===== config.mk =====
export PLATFORM = sky130hd
export DESIGN_NAME = dma_read_multi
export DESIGN_NICKNAME = d
export VERILOG_FILES = /design/src/rtl/dma_read_multi.sv
export SDC_FILE = /design/constraint.sdc
export NUM_CORES = 1
export LEC_CHECK = 0
export CAP_MARGIN = 30
export CORE_AREA = 2 2 185 324
export DETAILED_ROUTE_END_ITERATION = 6
export DIE_AREA = 0 0 187 326
export PLACE_DENSITY_LB_ADDON = 0.2
export REMOVE_ABC_BUFFERS = 1
export SYNTH_ARGS = -nofsm -noshare
export SYNTH_HDL_FRONTEND = slang
export SYNTH_SLANG_ARGS = --single-unit

===== constraint.sdc =====
create_clock -name clk -period 17.8 [get_ports clk]
set_input_delay 3.56 -clock clk [delete_from_list [all_inputs] [get_ports clk]]
set_output_delay 3.56 -clock clk [all_outputs]
set_load 0.02 [all_outputs]

===== src/rtl/dma_read_multi.sv =====
// dma_read_multi: walks a latched table of up to NSEG read segments.
// For each non-empty segment it issues one DMA ctrl request, then streams
// the returned beats into the selected SRAM bank (0 = weight, 1 = activation),
// masking off lanes past the segment length on the final beat.
//
// Handshakes: a transfer happens on a rising clock edge where both valid and
// ready are high. The ctrl request holds valid and its index/length fields
// steady until accepted. Beat ready is decoded from the DATA state only, so it
// drops in the cycle after the last beat has been taken.
module dma_read_multi #(
    parameter int          NSEG       = 4,
    parameter int          DMA_WIDTH  = 64,
    parameter int          WORD_WIDTH = 32,
    parameter int          ADDR_WIDTH = 16,
    parameter logic [2:0]  SIZE_CODE  = 3'b010,
    localparam int         LANES      = DMA_WIDTH / WORD_WIDTH,
    localparam int         CNT_W      = $clog2(NSEG + 1)
) (
    input  logic                       clk,
    input  logic                       rst,
    input  logic                       start,
    input  logic [CNT_W-1:0]           seg_count,
    input  logic [NSEG*32-1:0]         seg_index,
    input  logic [NSEG*32-1:0]         seg_length,
    input  logic [NSEG-1:0]            seg_dst,
    input  logic [NSEG*ADDR_WIDTH-1:0] seg_base,
    output logic                       dma_read_ctrl_valid,
    input  logic                       dma_read_ctrl_ready,
    output logic [31:0]                dma_read_ctrl_data_index,
    output logic [31:0]                dma_read_ctrl_data_length,
    output logic [2:0]                 dma_read_ctrl_data_size,
    input  logic                       dma_read_chnl_valid,
    output logic                       dma_read_chnl_ready,
    input  logic [DMA_WIDTH-1:0]       dma_read_chnl_data,
    output logic                       wr_en,
    output logic                       wr_sel,
    output logic [ADDR_WIDTH-1:0]      wr_addr,
    output logic [DMA_WIDTH-1:0]       wr_data,
    output logic [LANES-1:0]           wr_mask,
    output logic                       busy,
    output logic                       done,
    output logic [2:0]                 dbg_state
);

    typedef enum logic [2:0] {
        S_IDLE  = 3'd0,
        S_SETUP = 3'd1,
        S_CTRL  = 3'd2,
        S_DATA  = 3'd3,
        S_NEXT  = 3'd4,
        S_DONE  = 3'd5
    } state_t;

    state_t                    state_q, state_d;

    // Descriptor table captured on the accepted start cycle.
    logic [CNT_W-1:0]          seg_cnt_q;
    logic [NSEG*32-1:0]        idx_tab_q;
    logic [NSEG*32-1:0]        len_tab_q;
    logic [NSEG-1:0]           dst_tab_q;
    logic [NSEG*ADDR_WIDTH-1:0] base_tab_q;

    // Segment pointer and word offset of the next beat within the segment.
    logic [CNT_W-1:0]          seg_q, seg_d;
    logic [31:0]               word_q, word_d;
    logic [CNT_W-1:0]          seg_nxt;

    // Registered SRAM write port.
    logic                      wr_en_q, wr_en_d;
    logic                      wr_sel_q, wr_sel_d;
    logic [ADDR_WIDTH-1:0]     wr_addr_q, wr_addr_d;
    logic [DMA_WIDTH-1:0]      wr_data_q, wr_data_d;
    logic [LANES-1:0]          wr_mask_q, wr_mask_d;

    // Fields of the currently selected segment.
    logic [31:0]               sel_idx;
    logic [31:0]               sel_len;
    logic                      sel_dst;
    logic [ADDR_WIDTH-1:0]     sel_base;

    logic                      start_acc;
    logic                      beat_acc;
    logic                      last_word;
    logic [LANES-1:0]          lane_mask;
    logic [ADDR_WIDTH-1:0]     beat_addr;

    // Select the descriptor fields of segment seg_q from the latched table.
    always_comb begin
        sel_idx  = '0;
        sel_len  = '0;
        sel_dst  = 1'b0;
        sel_base = '0;
        for (int k = 0; k < NSEG; k++) begin
            if (seg_q == CNT_W'(k)) begin
                sel_idx  = idx_tab_q[k*32 +: 32];
                sel_len  = len_tab_q[k*32 +: 32];
                sel_dst  = dst_tab_q[k];
                sel_base = base_tab_q[k*ADDR_WIDTH +: ADDR_WIDTH];
            end
        end
    end

    // Beat bookkeeping: acceptance, last-beat detect, lane mask and address.
    always_comb begin
        start_acc = (state_q == S_IDLE) && start;
        beat_acc  = (state_q == S_DATA) && dma_read_chnl_valid;
        last_word = ({1'b0, word_q} + 33'(LANES)) >= {1'b0, sel_len};
        lane_mask = '0;
        for (int j = 0; j < LANES; j++) begin
            lane_mask[j] = ({1'b0, word_q} + 33'(j)) < {1'b0, sel_len};
        end
        beat_addr = sel_base + word_q[ADDR_WIDTH-1:0];
        seg_nxt   = seg_q + CNT_W'(1);
    end

    // Next-state logic of the segment walker.
    always_comb begin
        state_d = state_q;
        case (state_q)
            S_IDLE: begin
                if (start) begin
                    state_d = (seg_count == '0) ? S_DONE : S_SETUP;
                end
            end
            S_SETUP: state_d = (sel_len == 32'd0) ? S_NEXT : S_CTRL;
            S_CTRL: begin
                if (dma_read_ctrl_ready) begin
                    state_d = S_DATA;
                end
            end
            S_DATA: begin
                if (beat_acc && last_word) begin
                    state_d = S_NEXT;
                end
            end
            S_NEXT:  state_d = (seg_nxt == seg_cnt_q) ? S_DONE : S_SETUP;
            S_DONE:  state_d = S_IDLE;
            default: state_d = S_IDLE;
        endcase
    end

    // Next values of the segment pointer, word offset and write port.
    always_comb begin
        seg_d     = seg_q;
        word_d    = word_q;
        wr_en_d   = 1'b0;
        wr_mask_d = '0;
        wr_sel_d  = wr_sel_q;
        wr_addr_d = wr_addr_q;
        wr_data_d = wr_data_q;
        if (start_acc) begin
            seg_d = '0;
        end
        if (state_q == S_SETUP) begin
            word_d = '0;
        end
        if (state_q == S_NEXT) begin
            seg_d = seg_nxt;
        end
        if (beat_acc) begin
            word_d    = word_q + 32'(LANES);
            wr_en_d   = 1'b1;
            wr_mask_d = lane_mask;
            wr_sel_d  = sel_dst;
            wr_addr_d = beat_addr;
            wr_data_d = dma_read_chnl_data;
        end
    end

    // State, counters and write port registers; reset aborts any transfer.
    always_ff @(posedge clk) begin
        if (rst) begin
            state_q   <= S_IDLE;
            seg_cnt_q <= '0;
            seg_q     <= '0;
            word_q    <= '0;
            wr_en_q   <= 1'b0;
            wr_sel_q  <= 1'b0;
            wr_addr_q <= '0;
            wr_data_q <= '0;
            wr_mask_q <= '0;
        end else begin
            state_q   <= state_d;
            seg_q     <= seg_d;
            word_q    <= word_d;
            wr_en_q   <= wr_en_d;
            wr_sel_q  <= wr_sel_d;
            wr_addr_q <= wr_addr_d;
            wr_data_q <= wr_data_d;
            wr_mask_q <= wr_mask_d;
            if (start_acc) begin
                seg_cnt_q <= seg_count;
            end
        end
    end

    // Descriptor capture; only the start cycle in IDLE loads the table.
    always_ff @(posedge clk) begin
        if (start_acc) begin
            idx_tab_q  <= seg_index;
            len_tab_q  <= seg_length;
            dst_tab_q  <= seg_dst;
            base_tab_q <= seg_base;
        end
    end

    // Outputs decoded from the state register and the write registers.
    always_comb begin
        dma_read_ctrl_valid       = (state_q == S_CTRL);
        dma_read_ctrl_data_index  = (state_q == S_CTRL) ? sel_idx : 32'd0;
        dma_read_ctrl_data_length = (state_q == S_CTRL) ? sel_len : 32'd0;
        dma_read_ctrl_data_size   = SIZE_CODE;
        dma_read_chnl_ready       = (state_q == S_DATA);
        busy = (state_q == S_SETUP) || (state_q == S_CTRL) ||
               (state_q == S_DATA)  || (state_q == S_NEXT);
        done      = (state_q == S_DONE);
        wr_en     = wr_en_q;
        wr_sel    = wr_sel_q;
        wr_addr   = wr_addr_q;
        wr_data   = wr_data_q;
        wr_mask   = wr_mask_q;
        dbg_state = state_q;
    end

endmodule

Word level (Yosys, flattened, before mapping)
Index checks and enable logic that the tools add are counted.
{"block": "word_totals", "ff_bits": 449}
{"block": "op_classes", "add_sub_neg": 5, "magnitude_cmp": 3, "eq_ne": 12, "n_mux": 30, "bitwise_logic": 1, "reduce_logical": 14}
{"cell": "$mux W32", "n": 12}
{"cell": "$mux W16", "n": 4}
{"cell": "$add A32 B1 Y33 const B", "n": 1}
{"cell": "$add A32 B2 Y33 const B", "n": 1}
{"cell": "$ge A33 B32 Y1", "n": 1}
{"cell": "$lt A33 B32 Y1", "n": 1}
{"cell": "$add A32 B2 Y32 const B", "n": 1}
{"cell": "$logic_not A32 Y1", "n": 1}
{"cell": "$lt A32 B32 Y1", "n": 1}
{"cell": "$mux W3", "n": 8}
{"cell": "$add A16 B16 Y16", "n": 1}
{"cell": "$pmux W3 S5", "n": 1}
{"cell": "$eq A3 B2 Y1 const B", "n": 4}
{"cell": "$logic_not A3 Y1", "n": 3}
{"cell": "$eq A3 B1 Y1 const B", "n": 2}
{"cell": "$eq A3 B3 Y1 const B", "n": 2}
{"cell": "$mux W1", "n": 5}
{"cell": "$ne A2 B1 Y1 const B", "n": 2}
{"cell": "$reduce_bool A2 Y1", "n": 2}
{"cell": "$add A3 B1 Y3 const B", "n": 1}
{"cell": "$eq A3 B3 Y1", "n": 1}
{"cell": "$logic_and A1 B1 Y1", "n": 3}
{"cell": "$logic_or A1 B1 Y1", "n": 3}
{"cell": "$reduce_and A3 Y1", "n": 1}
{"cell": "other kinds (3)", "n": 3}

Logic depth before layout (Yosys ltp)
{"block": "logic_depth", "depth_word": 9, "depth_mapped": 20, "ltp_nobuf": 16}

Worst setup path before layout
Ideal clock, no wire load.
{"block": "synth_timing", "path_type": "input to register", "start": "in start", "end": "reg seg_cnt_q[0]", "setup_ns": 0.147, "t_arrival_ns": 13.357, "required_ns": 17.653, "path_slack_ns": 4.296, "cell_stages": 4, "n_path_buf": 1, "path_cell_list": "and3_1 clkbuf_1 mux2i_1 nor2_1"}
{"block": "synth_via", "elab_chain_len": 1}
{"item": "start: declaration", "line_no": "21", "text": "input logic start,"}
{"item": "$logic_and A1 B1 Y1", "line_no": "105", "text": "start_acc = (state_q == S_IDLE) && start;"}
{"item": "net start_acc", "line_no": "81", "text": "logic start_acc;"}
{"item": "end signal: assignment", "line_no": "192", "text": "seg_cnt_q <= seg_count;"}
{"item": "end: declaration", "line_no": "57", "text": "logic [CNT_W-1:0] seg_cnt_q;"}
The timed path passes the listed nets, and every way through them passes these cells.
A chain may end at the register's enable or synchronous reset.

Worst setup path in the final report
{"block": "layout_timing", "start": "reg seg_q[2]", "end": "out dma_read_ctrl_data_length[2]"}
{"block": "layout_via", "elab_chain_len": 6}
{"item": "start: declaration", "line_no": "64", "text": "logic [CNT_W-1:0] seg_q, seg_d;"}
{"item": "start signal: assignment", "line_no": "184", "text": "seg_q <= seg_d;"}
{"item": "$logic_not A3 Y1", "line_no": "94", "text": "if (seg_q == CNT_W'(k)) begin"}
{"item": "$mux W32 (3 in a row)", "line_no": "94"}
{"item": "$mux W32 *", "line_no": "94"}
{"item": "$mux W32 *", "line_no": "211", "text": "dma_read_ctrl_data_length = (state_q == S_CTRL) ? sel_len : 32'd0;"}
{"item": "end: declaration", "line_no": "30", "text": "output logic [31:0] dma_read_ctrl_data_length,"}
Mark *: on every way between the ends. The rest lies on a longest branch, timed or not.

==> results.yml <==
synth:
  synth_simple_gate_area_share_pct: 13.1
  synth_area_per_cell_um2: 11.0
  synth_fa_ha_area_share_pct: 7.08
  synth_compound_area_share_pct: 14.1
  synthXorXnorAreaFrac_pct: 1.95
  synth_area_mm2: 0.0203
  synthTopCellsByArea: "edfxtp_1 (48%), dfxtp_1 (12%), ha_1 (7.0%)"
  ys_ff_latch: 448
  ys_warn_count: 0
  synth_cells: 1836
  ys.flop_type: "edfxtp_1"
  async_flop_share_pct: 0
  synthMuxAreaShare_pct: 0.198
  synth-seq-area-share_pct: 60.3
  synth_enable_flop_cells: 324
  netlist.area_leader.share_pct: 48.0
  synth_top_family_by_area: "compound AO/OA/AOI/OAI gates"
  synthDistinctLibCells: 64
  synth_top_cell_by_area: "edfxtp_1"
drt:
  drc: 0
  drtAntennaViolNets: 0
  routed_via_density: 5.14
  vias: 16092
  drt-initial-drc-count: 807
  routed_wl_mm: 64.6
  wl_per_cell_um: 20.6
  first_pass_iters: 7
sta:
  layout_setup_ws_ps: 10230
  max_slew_margin_pct: 35.2
  finalCriticalPeriod_ps: 7570
  fin_crit_sh_pct: 42.5
  worst_pin_slew_ps: 972
  worst_clock_skew_ps: 29.0
  hold_viol_final: 0
  max_freq_mhz: 132
  rsz0062_at_grt: "no"
  fin_worst_hold_slack_ps: 452
  tns_ps: 0
  setup_violations: 0
  drv_slew: 0
critical_path:
  ff2ff_setup_slack_ps: 12970
  end_kind: "output port"
  critical_path_class: "flop to output port"
  critPathLaunchType: "flop"
  regToRegEndpoint: "wr_mask[0]"
  crit_arrival_ps: 4010
  r2r_start: "seg_q[2]"
  cp_max_fo: 59
  critPathRequiredTime_ps: 14240
  reg2regPathDepth: 15
  crit_end: "dma_read_ctrl_data_length[2]"
  startpoint: "seg_q[2]"
clock_tree:
  numCtsBuffers: 44
  cts_hold_buffers: 0
  cts_sinks: 448
  cts_root_buf: "clkbuf_16"
  clk_pin_slew_ps: 60
  cts_tree: "built"
  post_cts_resized: 0
  ctsHtreeMaxLevel: 2
  post_cts_buffers: 0
  cts_max_path_buffers: 3
  clk-insertion-delay-late_ps: 590
worst_hold_path:
  min_path_cells: 2
  min_path_type: "flop to flop"
floorplanning:
  core_mm2: 0.0586
  chipHeight_um: 326
  initial_core_util_pct: 34.6
  die_x_um: 187
  die-area_mm2: 0.0610
  num_rows: 118
  ios: 554
placement:
  hpwlAfterDp_mm: 47.4
  port-buffer-count: 550
  place_inst: 3042
  placed_cell_area_mm2: 0.0264
  place_congestion: 0.879
  place_ws_ps: 10560
global_route:
  grt_pass1_wl_mm: 96.8
  grt_util_all_layers_pct: 20.8
  overflow: 0
  grt_pass1_vias: 16544
  antenna_found_initial: 10
  grt_max_degree: 97
cells_and_area:
  final_area_mm2: 0.0279
  multiInputGateArea_mm2: 0.00745
  drive_above_1_share_pct: 4.56
  final_common_cell: "clkdlybuf4s50_1"
  n_fill_cell: 5387
  fin_nets: 2822
  ff_latch_area_mm2: 0.0122
  layout_common_cells: "clkdlybuf4s50_1 (549), edfxtp_1 (324), nand2_1 (236), nor2_1 (188), a21oi_1 (184)"
  syn_to_final_growth_pct: 37.8
  instances_no_fill: 3133
  post-route-util_pct: 47.6
outcome:
  outcome: "finished clean"
flow_run:
  cap_violations: 0
power:
  power.total_mw: 3.34
  leakagePower_nw: 10.0
  power.density_mw_per_mm2: 120
  vdd_drop_max_uv: 80.9
==> cells in the mapped netlist, types with 16 or more instances <==
library cell / count
edfxtp_1: 324
nand2_1: 237
nor2_1: 188
a21oi_1: 184
dfxtp_1: 124
clkbuf_1: 120
ha_1: 113
o21ai_0: 88
nor3_1: 55
a221oi_1: 49
nand3_1: 40
xnor2_1: 32
a221o_1: 28
nand4_1: 25
inv_1: 22
a21o_1: 21
a211oi_1: 16
==> worst min-delay path by stage <==
| stage | startpoint | endpoint |
|---|---|---|
| after global routing | wr_data[46] | wr_data[46] |
| after CTS | wr_addr[14] | wr_addr[14] |
| after global placement | wr_data[38] | wr_data[38] |
| after detailed placement | wr_data[38] | wr_data[38] |
| after floorplan | seg_cnt_q[1] | seg_cnt_q[1] |
| final | wr_addr[14] | wr_addr[14] |
==> state kept, by name, summed over array words and instances, names as in the netlist, 4 cells and up <==
register	cells
wr_addr	16
base_tab_q	64
dst_tab_q	4
len_tab_q	128
word_q	31
idx_tab_q	128
wr_data	64
==> where the power goes <==
| part | switching (mW) | internal, mW |
|---|---|---|
| registers | 0.0611 | 1.37 |
| clock network | 0.405 | 0.526 |
| logic | 0.597 | 0.384 |
| total | 1.06 | 2.28 |
==> kinds of logic after synthesis <==
logic type               Yosys count
flip-flops                       448
multiplexers                       4
adder cells (fa/ha/maj)          114
AO/OA/AOI/OAI                    448
buffers and inverters            165
XOR/XNOR                          45
AND/OR/NAND/NOR                  610
other                              2
==> cell type report <==
| class | instances | area share (%) |
|---|---|---|
| multi-input combinational | 1225 | 26.7 |
| inverter | 22 | 0.296 |
| clock buffer | 58 | 4.46 |
| sequential | 448 | 43.7 |
| antenna | 5 | 0.0448 |
| timing repair buffer | 571 | 20.6 |
| tap | 780 | 3.49 |
| clock inverter | 24 | 0.721 |
==> worst max-delay path: stages, from the launching register on <==
cell,delay (ps)
dfxtp_1,640
inv_1,170
ha_4,390
nor2_1,780
o21ai_0,260
nor2_1,200
a21oi_1,160
nor2_1,200
clkdlybuf4s50_1,620
==> per-layer routing <==
layer  share of wire (%)  GRT usage, %
met5               0.091             0
met4                 3.9          9.45
met3                 6.2          4.88
met2                  54          39.5
met1                  36          21.3
(Power assumes the default switching activity.)
